**src/rtl/osnt_sume_reg_arbiter.sv**
```systemverilog
// -----------------------------------------------------------------------------
// osnt_sume_reg_arbiter
//
// Shares one IPIF-style register slave port between two register-access
// requesters (Req0 = host AXI-Lite IPIF, Req1 = internal configuration
// sequencer). Round-robin arbitration, one outstanding access at a time, and
// a per-access timeout that completes the access with an error if the slave
// never acknowledges.
//
// Ports
//   S_AXI_ACLK / S_AXI_ARESET : clock, synchronous active-high reset
//   Req{0,1}_CS/RNW/Addr/Data/BE : requester access request (CS held until ack)
//   Req{0,1}_RdData/RdAck/WrAck/Error : requester completion (1-cycle pulses)
//   Bus2IP_CS/RNW/Addr/Data/BE : downstream register slave request
//   IP2Bus_Data/RdAck/WrAck    : downstream register slave response
//   Grant                      : index of current or last granted requester
// -----------------------------------------------------------------------------
module osnt_sume_reg_arbiter #(
    parameter int C_S_AXI_DATA_WIDTH = 32,
    parameter int C_S_AXI_ADDR_WIDTH = 32,
    parameter int C_TIMEOUT          = 256,
    parameter logic [C_S_AXI_DATA_WIDTH-1:0] C_ERR_DATA = 32'hDEADBEEF
) (
    input  logic                              S_AXI_ACLK,
    input  logic                              S_AXI_ARESET,

    input  logic                              Req0_CS,
    input  logic                              Req0_RNW,
    input  logic [C_S_AXI_ADDR_WIDTH-1:0]     Req0_Addr,
    input  logic [C_S_AXI_DATA_WIDTH-1:0]     Req0_Data,
    input  logic [C_S_AXI_DATA_WIDTH/8-1:0]   Req0_BE,
    output logic [C_S_AXI_DATA_WIDTH-1:0]     Req0_RdData,
    output logic                              Req0_RdAck,
    output logic                              Req0_WrAck,
    output logic                              Req0_Error,

    input  logic                              Req1_CS,
    input  logic                              Req1_RNW,
    input  logic [C_S_AXI_ADDR_WIDTH-1:0]     Req1_Addr,
    input  logic [C_S_AXI_DATA_WIDTH-1:0]     Req1_Data,
    input  logic [C_S_AXI_DATA_WIDTH/8-1:0]   Req1_BE,
    output logic [C_S_AXI_DATA_WIDTH-1:0]     Req1_RdData,
    output logic                              Req1_RdAck,
    output logic                              Req1_WrAck,
    output logic                              Req1_Error,

    output logic                              Bus2IP_CS,
    output logic                              Bus2IP_RNW,
    output logic [C_S_AXI_ADDR_WIDTH-1:0]     Bus2IP_Addr,
    output logic [C_S_AXI_DATA_WIDTH-1:0]     Bus2IP_Data,
    output logic [C_S_AXI_DATA_WIDTH/8-1:0]   Bus2IP_BE,
    input  logic [C_S_AXI_DATA_WIDTH-1:0]     IP2Bus_Data,
    input  logic                              IP2Bus_RdAck,
    input  logic                              IP2Bus_WrAck,

    output logic                              Grant
);

    localparam int DW    = C_S_AXI_DATA_WIDTH;
    localparam int AW    = C_S_AXI_ADDR_WIDTH;
    localparam int BEW   = C_S_AXI_DATA_WIDTH / 8;
    localparam int CNT_W = 16;
    localparam logic [CNT_W-1:0] TMO_LAST = CNT_W'(C_TIMEOUT - 1);

    typedef enum logic [1:0] {
        S_IDLE    = 2'd0,
        S_ACCESS  = 2'd1,
        S_RELEASE = 2'd2
    } state_t;

    state_t            state_q, state_d;
    logic              ptr_q, ptr_d;        // requester favoured on a tie
    logic              grant_q, grant_d;
    logic              cs_q, cs_d;
    logic              rnw_q, rnw_d;
    logic [AW-1:0]     addr_q, addr_d;
    logic [DW-1:0]     data_q, data_d;
    logic [BEW-1:0]    be_q, be_d;
    logic [CNT_W-1:0]  cnt_q, cnt_d;
    logic [1:0]        rd_ack_q, rd_ack_d;
    logic [1:0]        wr_ack_q, wr_ack_d;
    logic [1:0]        err_q, err_d;
    logic [DW-1:0]     rd_data_q [2];
    logic [DW-1:0]     rd_data_d [2];

    // Requester request lines gathered so the winner can be selected by index.
    logic [1:0]        req_cs;
    logic              win_idx;
    logic              ack_match;
    logic              timeout_hit;

    assign req_cs = {Req1_CS, Req0_CS};

    // With both requesting the pointer decides; otherwise the lone requester.
    always_comb begin
        win_idx = 1'b0;
        if (req_cs == 2'b11) begin
            win_idx = ptr_q;
        end else if (req_cs[1]) begin
            win_idx = 1'b1;
        end
    end

    // Only the ack matching the registered direction completes an access.
    assign ack_match   = rnw_q ? IP2Bus_RdAck : IP2Bus_WrAck;
    assign timeout_hit = (cnt_q == TMO_LAST);

    always_comb begin
        state_d   = state_q;
        ptr_d     = ptr_q;
        grant_d   = grant_q;
        cs_d      = cs_q;
        rnw_d     = rnw_q;
        addr_d    = addr_q;
        data_d    = data_q;
        be_d      = be_q;
        cnt_d     = cnt_q;
        rd_ack_d  = 2'b00;
        wr_ack_d  = 2'b00;
        err_d     = 2'b00;
        rd_data_d = rd_data_q;

        case (state_q)
            S_IDLE: begin
                if (|req_cs) begin
                    grant_d = win_idx;
                    rnw_d   = win_idx ? Req1_RNW  : Req0_RNW;
                    addr_d  = win_idx ? Req1_Addr : Req0_Addr;
                    data_d  = win_idx ? Req1_Data : Req0_Data;
                    be_d    = win_idx ? Req1_BE   : Req0_BE;
                    cs_d    = 1'b1;
                    cnt_d   = '0;
                    state_d = S_ACCESS;
                end
            end

            S_ACCESS: begin
                // A real ack takes priority over a coincident timeout.
                if (ack_match || timeout_hit) begin
                    cs_d    = 1'b0;
                    state_d = S_RELEASE;
                    if (rnw_q) begin
                        rd_ack_d[grant_q]  = 1'b1;
                        rd_data_d[grant_q] = ack_match ? IP2Bus_Data : C_ERR_DATA;
                    end else begin
                        wr_ack_d[grant_q]  = 1'b1;
                        rd_data_d[grant_q] = '0;
                    end
                    err_d[grant_q] = ~ack_match;
                end else begin
                    cnt_d = cnt_q + 1'b1;
                end
            end

            S_RELEASE: begin
                // Hold off re-arbitration until the winner drops its request so
                // its stale CS cannot be mistaken for a new access.
                if (!req_cs[grant_q]) begin
                    ptr_d   = ~grant_q;
                    state_d = S_IDLE;
                end
            end

            default: begin
                state_d = S_IDLE;
            end
        endcase
    end

    always_ff @(posedge S_AXI_ACLK) begin
        if (S_AXI_ARESET) begin
            state_q   <= S_IDLE;
            ptr_q     <= 1'b0;
            grant_q   <= 1'b0;
            cs_q      <= 1'b0;
            rnw_q     <= 1'b0;
            addr_q    <= '0;
            data_q    <= '0;
            be_q      <= '0;
            cnt_q     <= '0;
            rd_ack_q  <= 2'b00;
            wr_ack_q  <= 2'b00;
            err_q     <= 2'b00;
            rd_data_q <= '{default: '0};
        end else begin
            state_q   <= state_d;
            ptr_q     <= ptr_d;
            grant_q   <= grant_d;
            cs_q      <= cs_d;
            rnw_q     <= rnw_d;
            addr_q    <= addr_d;
            data_q    <= data_d;
            be_q      <= be_d;
            cnt_q     <= cnt_d;
            rd_ack_q  <= rd_ack_d;
            wr_ack_q  <= wr_ack_d;
            err_q     <= err_d;
            rd_data_q <= rd_data_d;
        end
    end

    assign Bus2IP_CS   = cs_q;
    assign Bus2IP_RNW  = rnw_q;
    assign Bus2IP_Addr = addr_q;
    assign Bus2IP_Data = data_q;
    assign Bus2IP_BE   = be_q;
    assign Grant       = grant_q;

    assign Req0_RdData = rd_data_q[0];
    assign Req0_RdAck  = rd_ack_q[0];
    assign Req0_WrAck  = wr_ack_q[0];
    assign Req0_Error  = err_q[0];
    assign Req1_RdData = rd_data_q[1];
    assign Req1_RdAck  = rd_ack_q[1];
    assign Req1_WrAck  = wr_ack_q[1];
    assign Req1_Error  = err_q[1];

endmodule

```
**config.mk**
```make
export PLATFORM = sky130hd
export DESIGN_NAME = osnt_sume_reg_arbiter
export DESIGN_NICKNAME = d
export VERILOG_FILES = /design/src/rtl/osnt_sume_reg_arbiter.sv
export SDC_FILE = /design/constraint.sdc
export NUM_CORES = 1
export LEC_CHECK = 0
export BUFFER_PORTS_ARGS = -buffer_cell sky130_fd_sc_hd__buf_2
export CAP_MARGIN = 10
export CORE_ASPECT_RATIO = 0.9
export CORE_MARGIN = 2
export CORE_UTILIZATION = 46
export DETAILED_ROUTE_END_ITERATION = 7
export PLACE_DENSITY_LB_ADDON = 0.05
export REMOVE_ABC_BUFFERS = 1
export SYNTH_ARGS = -nofsm -noshare
export SYNTH_HDL_FRONTEND = slang
export SYNTH_SLANG_ARGS = --single-unit
```
**constraint.sdc**
```tcl
create_clock -name S_AXI_ACLK -period 2.24 [get_ports S_AXI_ACLK]
set_clock_uncertainty 0.1 [all_clocks]
set_input_delay 0.448 -clock S_AXI_ACLK [delete_from_list [all_inputs] [get_ports S_AXI_ACLK]]
set_output_delay 0.448 -clock S_AXI_ACLK [all_outputs]
set_load 0.1 [all_outputs]
```
---- Word-level counts from Yosys, hierarchy flattened ----
Cells that the tools add are included.
storage, ports and cells
  flip-flop bits (word level) ............. 160
  bits of input ports ..................... 176
  logic and storage cells ................. 78
operators by class
  $add $sub $neg .......................... 1
  magnitude comparators ................... 4
  equal/unequal tests ..................... 8
  multiplexer cells ....................... 26
  bitwise operators ....................... 10
  reduce and logical (&&, ||, !) cells .... 15
operators with widths
  kind                     count
  $mux W32                 4
  $and A64 B64 Y64         1
  $bwmux W64               1
  $mux W64                 1
  $not A64 Y64             1
  $demux W32 S1            1
  $mux W16                 2
  $pmux W16 S2             1
  $add A16 B1 Y16 const B  1
  $eq A16 B8 Y1 const B    1
  $mux W1                  9
  $reduce_and A3 Y1        3
  $ne A2 B2 Y1 const B     4
  $reduce_or A4 Y1         2
  $mux W2                  3
  $not A1 Y1               6
  $pmux W2 S3              1
  $reduce_and A2 Y1        3
  $eq A2 B2 Y1 const B     2
  $mux W4                  1
  $reduce_or A3 Y1         1
  $and A2 B2 Y2            1
  $eq A2 B1 Y1 const B     1
  $ge A2 B2 Y1 const B     1
  11 further kinds         12

---- Logic depth before layout (Yosys ltp) ----
  depth after elaboration ................. 8
  depth in mapped cells ................... 7

---- Worst setup path after synthesis ----
Ideal clock, no wire load.
  kind .................................... register -> register
  from .................................... register rnw_q (netlist: Bus2IP_RNW)
  to ...................................... register rd_data_q (netlist bit Req1_RdData[16])
  setup time .............................. 0.070 ns
  arrival ................................. 2.299 ns
  required time ........................... 2.070 ns
  path slack .............................. -0.230 ns
  stages on the path, launching flop included .. 7
  buffers on the path ..................... 2
  cells stage by stage .................... dfxtp_1 > buf_2 > mux2i_4 > nand2_4 > a31oi_4 > buf_2 > o2bb2ai_1
on the way
  cells in the longest elaborated chain, start to end .. 4
  elaborated cells on any way between the ends .. 6
  those cells by class .................... mux (4); reduce/logical (2)
RTL lines
  element                 line  text
  from (decl)             75    logic rnw_q, rnw_d;
  from (signal assigned)  190   rnw_q <= rnw_d;
  $mux W1                 105   assign ack_match = rnw_q ? IP2Bus_RdAck : IP2Bus_WrAck;
  $mux W32                144   rd_data_d[grant_q] = ack_match ? IP2Bus_Data : C_ERR_DATA;
  $bwmux W64              144
  $mux W64                142   if (rnw_q) begin
  to (signal assigned)    198   rd_data_q <= rd_data_d;
  to (decl)               83    logic [DW-1:0] rd_data_q [2];
Several ways; a longest one is shown, not always the timed one.
A chain may end at the register's enable or synchronous reset.

---- Final worst setup path ----
  from .................................... register cnt_q[0]
  to ...................................... register rd_data_q (netlist bit Req1_RdData[8])
on the way
  cells in the longest elaborated chain, start to end .. 3
RTL lines
  element                             line  text
  from (decl)                         79    logic [CNT_W-1:0] cnt_q, cnt_d;
  from (signal assigned)              194   cnt_q <= cnt_d;
  $eq A16 B8 Y1                       106   assign timeout_hit = (cnt_q == TMO_LAST);
  $logic_or A1 B1 Y1                  139   if (ack_match || timeout_hit) begin
  $reduce_and A2 Y1 (no source line)  -
Every way passes these cells.

==> flow_summary.yaml <==
synth:
  ys_seq_elements: 160
  yosysWarnings: 0
  ys_types: 46
  synth.avg_cell_area_um2: 10.1
  synth_top_cell_by_area: "dfxtp_1"
  netlist_area_mm2: 0.00643
  synthesis.instances: 635
  ys_seq_area_frac: 0.498
  synth_area_leaders: "dfxtp_1 50%, mux2i_1 11%, a211oi_1 8.1%, o2bb2ai_1 6.5%, nor2_1 6.3%"
  netlist.area_leader.share: 0.498
drt:
  remaining_drc_errors: 0
  vias_per_cell: 5.38
  wl_um: 18800
  routedWlPerCell_um: 16.9
  drtPass1Iterations: 4
  num_vias: 6002
  ant_nets: 0
  detail_route.iter0.violations: 335
critical_path:
  worst-path-max-fanout: 32
  critical_path_class: "flop to flop"
  r2r-start: "cnt_q[0]$_SDFFE_PP0P_"
  crit_path_start_kind: "flop"
  cp_data_required_time_ns: 2.50
  crit_start: "cnt_q[0]$_SDFFE_PP0P_"
  arrival_ns: 2.39
  endpoint_kind: "flop"
sta:
  setup_viol: 0
  worst_slack_ns: 0.104
  slew_headroom: 0.359
  fin_crit_sh: 0.954
  fmax_ghz: 0.468
  hold_ws_ns: 0.180
  worstMarginPinSlew_ns: 0.961
  hold_viol: 0
  slew_viol_final: 0
  rsz0062_at_grt: "false"
  period_needed_ns: 2.14
cts:
  clk_path_buf_depth: 2
  insertion_delay_ns: 0.42
  numCtsBuffers: 17
  cts.htree.levels: 4
  clk_pin_slew_ns: 0.06
  clockRootBuffer: "clkbuf_16"
  cts_sinks: 160
  cts_tree: "yes"
pwr:
  clkPwrFrac: 0.336
  p_leak_uw: 0.00429
  switching_share: 0.386
  peakVddDrop_uv: 642
  p_per_area_mw_per_mm2: 982
  p_seq_frac: 0.367
  p_comb_frac: 0.297
  power.switching_uw: 3320
  power.internal_uw: 5270
global_route:
  overflow: 0
  grt_pass1_vias: 5719
  grt_pass1_wl_um: 28400
  grt_max_degree: 115
  grt_antenna_before_repair: 0
  grtUsageTotal: 0.245
floorplan:
  core_mm2: 0.0135
  initial_core_util: 0.476
  num_rows: 40
  die_w_um: 129
  die_area_mm2: 0.0149
  die_h_um: 116
  ios: 317
placed_design:
  post-place-ws_ns: 0.00677
  place_inst: 1084
  portBuffers: 316
  placed_area_mm2: 0.00815
  gp_congestion: 0.850
  hpwlAfterDp_um: 13900
final_layout:
  syn2layout_area_growth_pct: 36.1
  n_antenna_cell: 0
  final_common_cell: "buf_2"
  drive_gt1_frac: 0.408
  fin_cells: 1116
  nets: 1112
  final_cell_mix: "316 x buf_2, 159 x dfxtp_1, 108 x nor2_1"
  finalInstanceArea_mm2: 0.00875
  n_fill_cell: 1129
outcome:
  status: "completed"
hold_path:
  hold_class: "input port to flop"
  hold_start: "IP2Bus_Data[29]"
job:
  cap_violations: 0
[logic make-up (layout without fill, tap and decap cells)]
family / Yosys count / count (layout) / share of synthesized area
simple gates: 165 / 165 / 0.123
buf+inv: 57 / 370 / 0.0432
flops: 160 / 160 / 0.498
mux: 72 / 72 / 0.114
compound gates: 180 / 180 / 0.219
fa+ha+maj: 1 / 1 / 0.00195
[what timing repair did]
action | 4_1_cts | 5_1_grt
resized for setup | 0 | 4
hold buffers | 0 | 0
setup endpoints to repair | 3 | 64
pin swaps | 2 | 2
buffers inserted | 0 | 0
[synthesized netlist by cell type (all sizes together)]
| cell | count |
|---|---|
| nor4b | 1 |
| o211ai | 1 |
| inv | 5 |
| and3 | 4 |
| and4 | 3 |
| dfxtp | 160 |
| nand4 | 6 |
| o21ai | 22 |
| nor2b | 1 |
| nand2 | 16 |
| nor2 | 109 |
| nand2b | 2 |
| clkbuf | 16 |
| o31ai | 3 |
| a31oi | 6 |
| or3 | 1 |
| o311ai | 1 |
| buf | 36 |
| a32o | 16 |
| nor3 | 8 |
| ha | 1 |
| a211oi | 70 |
| or4 | 1 |
| mux2i | 71 |
| a41oi | 1 |
| nor4 | 5 |
| o2bb2ai | 48 |
| or2 | 1 |
| mux2 | 1 |
| a22o | 1 |
| nand3 | 7 |
| a21oi | 11 |
[stage by stage]
stage	setup TNS (ns)	util	total power, uW
after floorplan	-525.96	-	5290
after global routing	0	0.648	8930
after global placement	0	0.603	5740
final	0	0.648	8590
after detailed placement	0	0.603	5770
after CTS	-0.00223	0.647	8650
[power by group through the flow]
stage	clock (uW)	combinational, uW	sequential (uW)
2_1_floorplan	0	701	4590
3_3_place_gp	0	2530	3210
3_5_place_dp	0	2550	3210
4_1_cts	2940	2560	3160
5_1_grt	3070	2680	3180
6_report	2890	2550	3160
[layer usage]
metal | share of wire | wire [um] | up-vias | global-route usage
li1 | - | - | 2986 | -
met3 | 0.086 | 1630 | 23 | 0.0971
met2 | 0.51 | 9570 | 232 | 0.436
met4 | 0.017 | 315 | 0 | 0.0841
met5 | 0 | 0 | - | 0
met1 | 0.39 | 7300 | 2761 | 0.270
[sequential cells by signal, indices dropped and copies added, names as in the netlist]
name,count
rd_ack_q,2
wr_ack_q,2
Bus2IP_RNW,1
cnt_q,16
Bus2IP_Addr,32
err_q,2
Bus2IP_Data,32
state_q,2
Req1_RdData,32
Req0_RdData,32
Bus2IP_CS,1
ptr_q,1
Grant,1
Bus2IP_BE,4
[worst paths after layout]
kind,endpoint,slack [ns],cells after the start
worst max-delay path,Req1_RdData[8]$_SDFFE_PP0P_,0.10,6
worst min-delay path,Req1_RdData[29]$_SDFFE_PP0P_,0.18,2
worst max register to register,Req1_RdData[8]$_SDFFE_PP0P_,0.10,6
worst min register to register,Req1_RdData[14]$_SDFFE_PP0P_,0.36,1
[worst max-delay path: stages, from the launching register on]
cell	delay [ns]
dfxtp_2	0.34
ha_2	0.20
and3_4	0.20
nand4_4	0.11
nand2_4	0.10
a31oi_4	0.78
a32o_1	0.22
[final cells by class]
class / count / area (um^2) / area share
Timing Repair Buffer: 333 / 1750 / 0.200
Clock buffer: 18 / 439 / 0.0502
Tap cell: 168 / 210 / 0.0240
Clock inverter: 14 / 156 / 0.0179
Multi-Input combinational cell: 418 / 2970 / 0.340
Sequential cell: 160 / 3200 / 0.366
Inverter: 5 / 18.8 / 0.00215
Power figures use the tool's default switching activity.
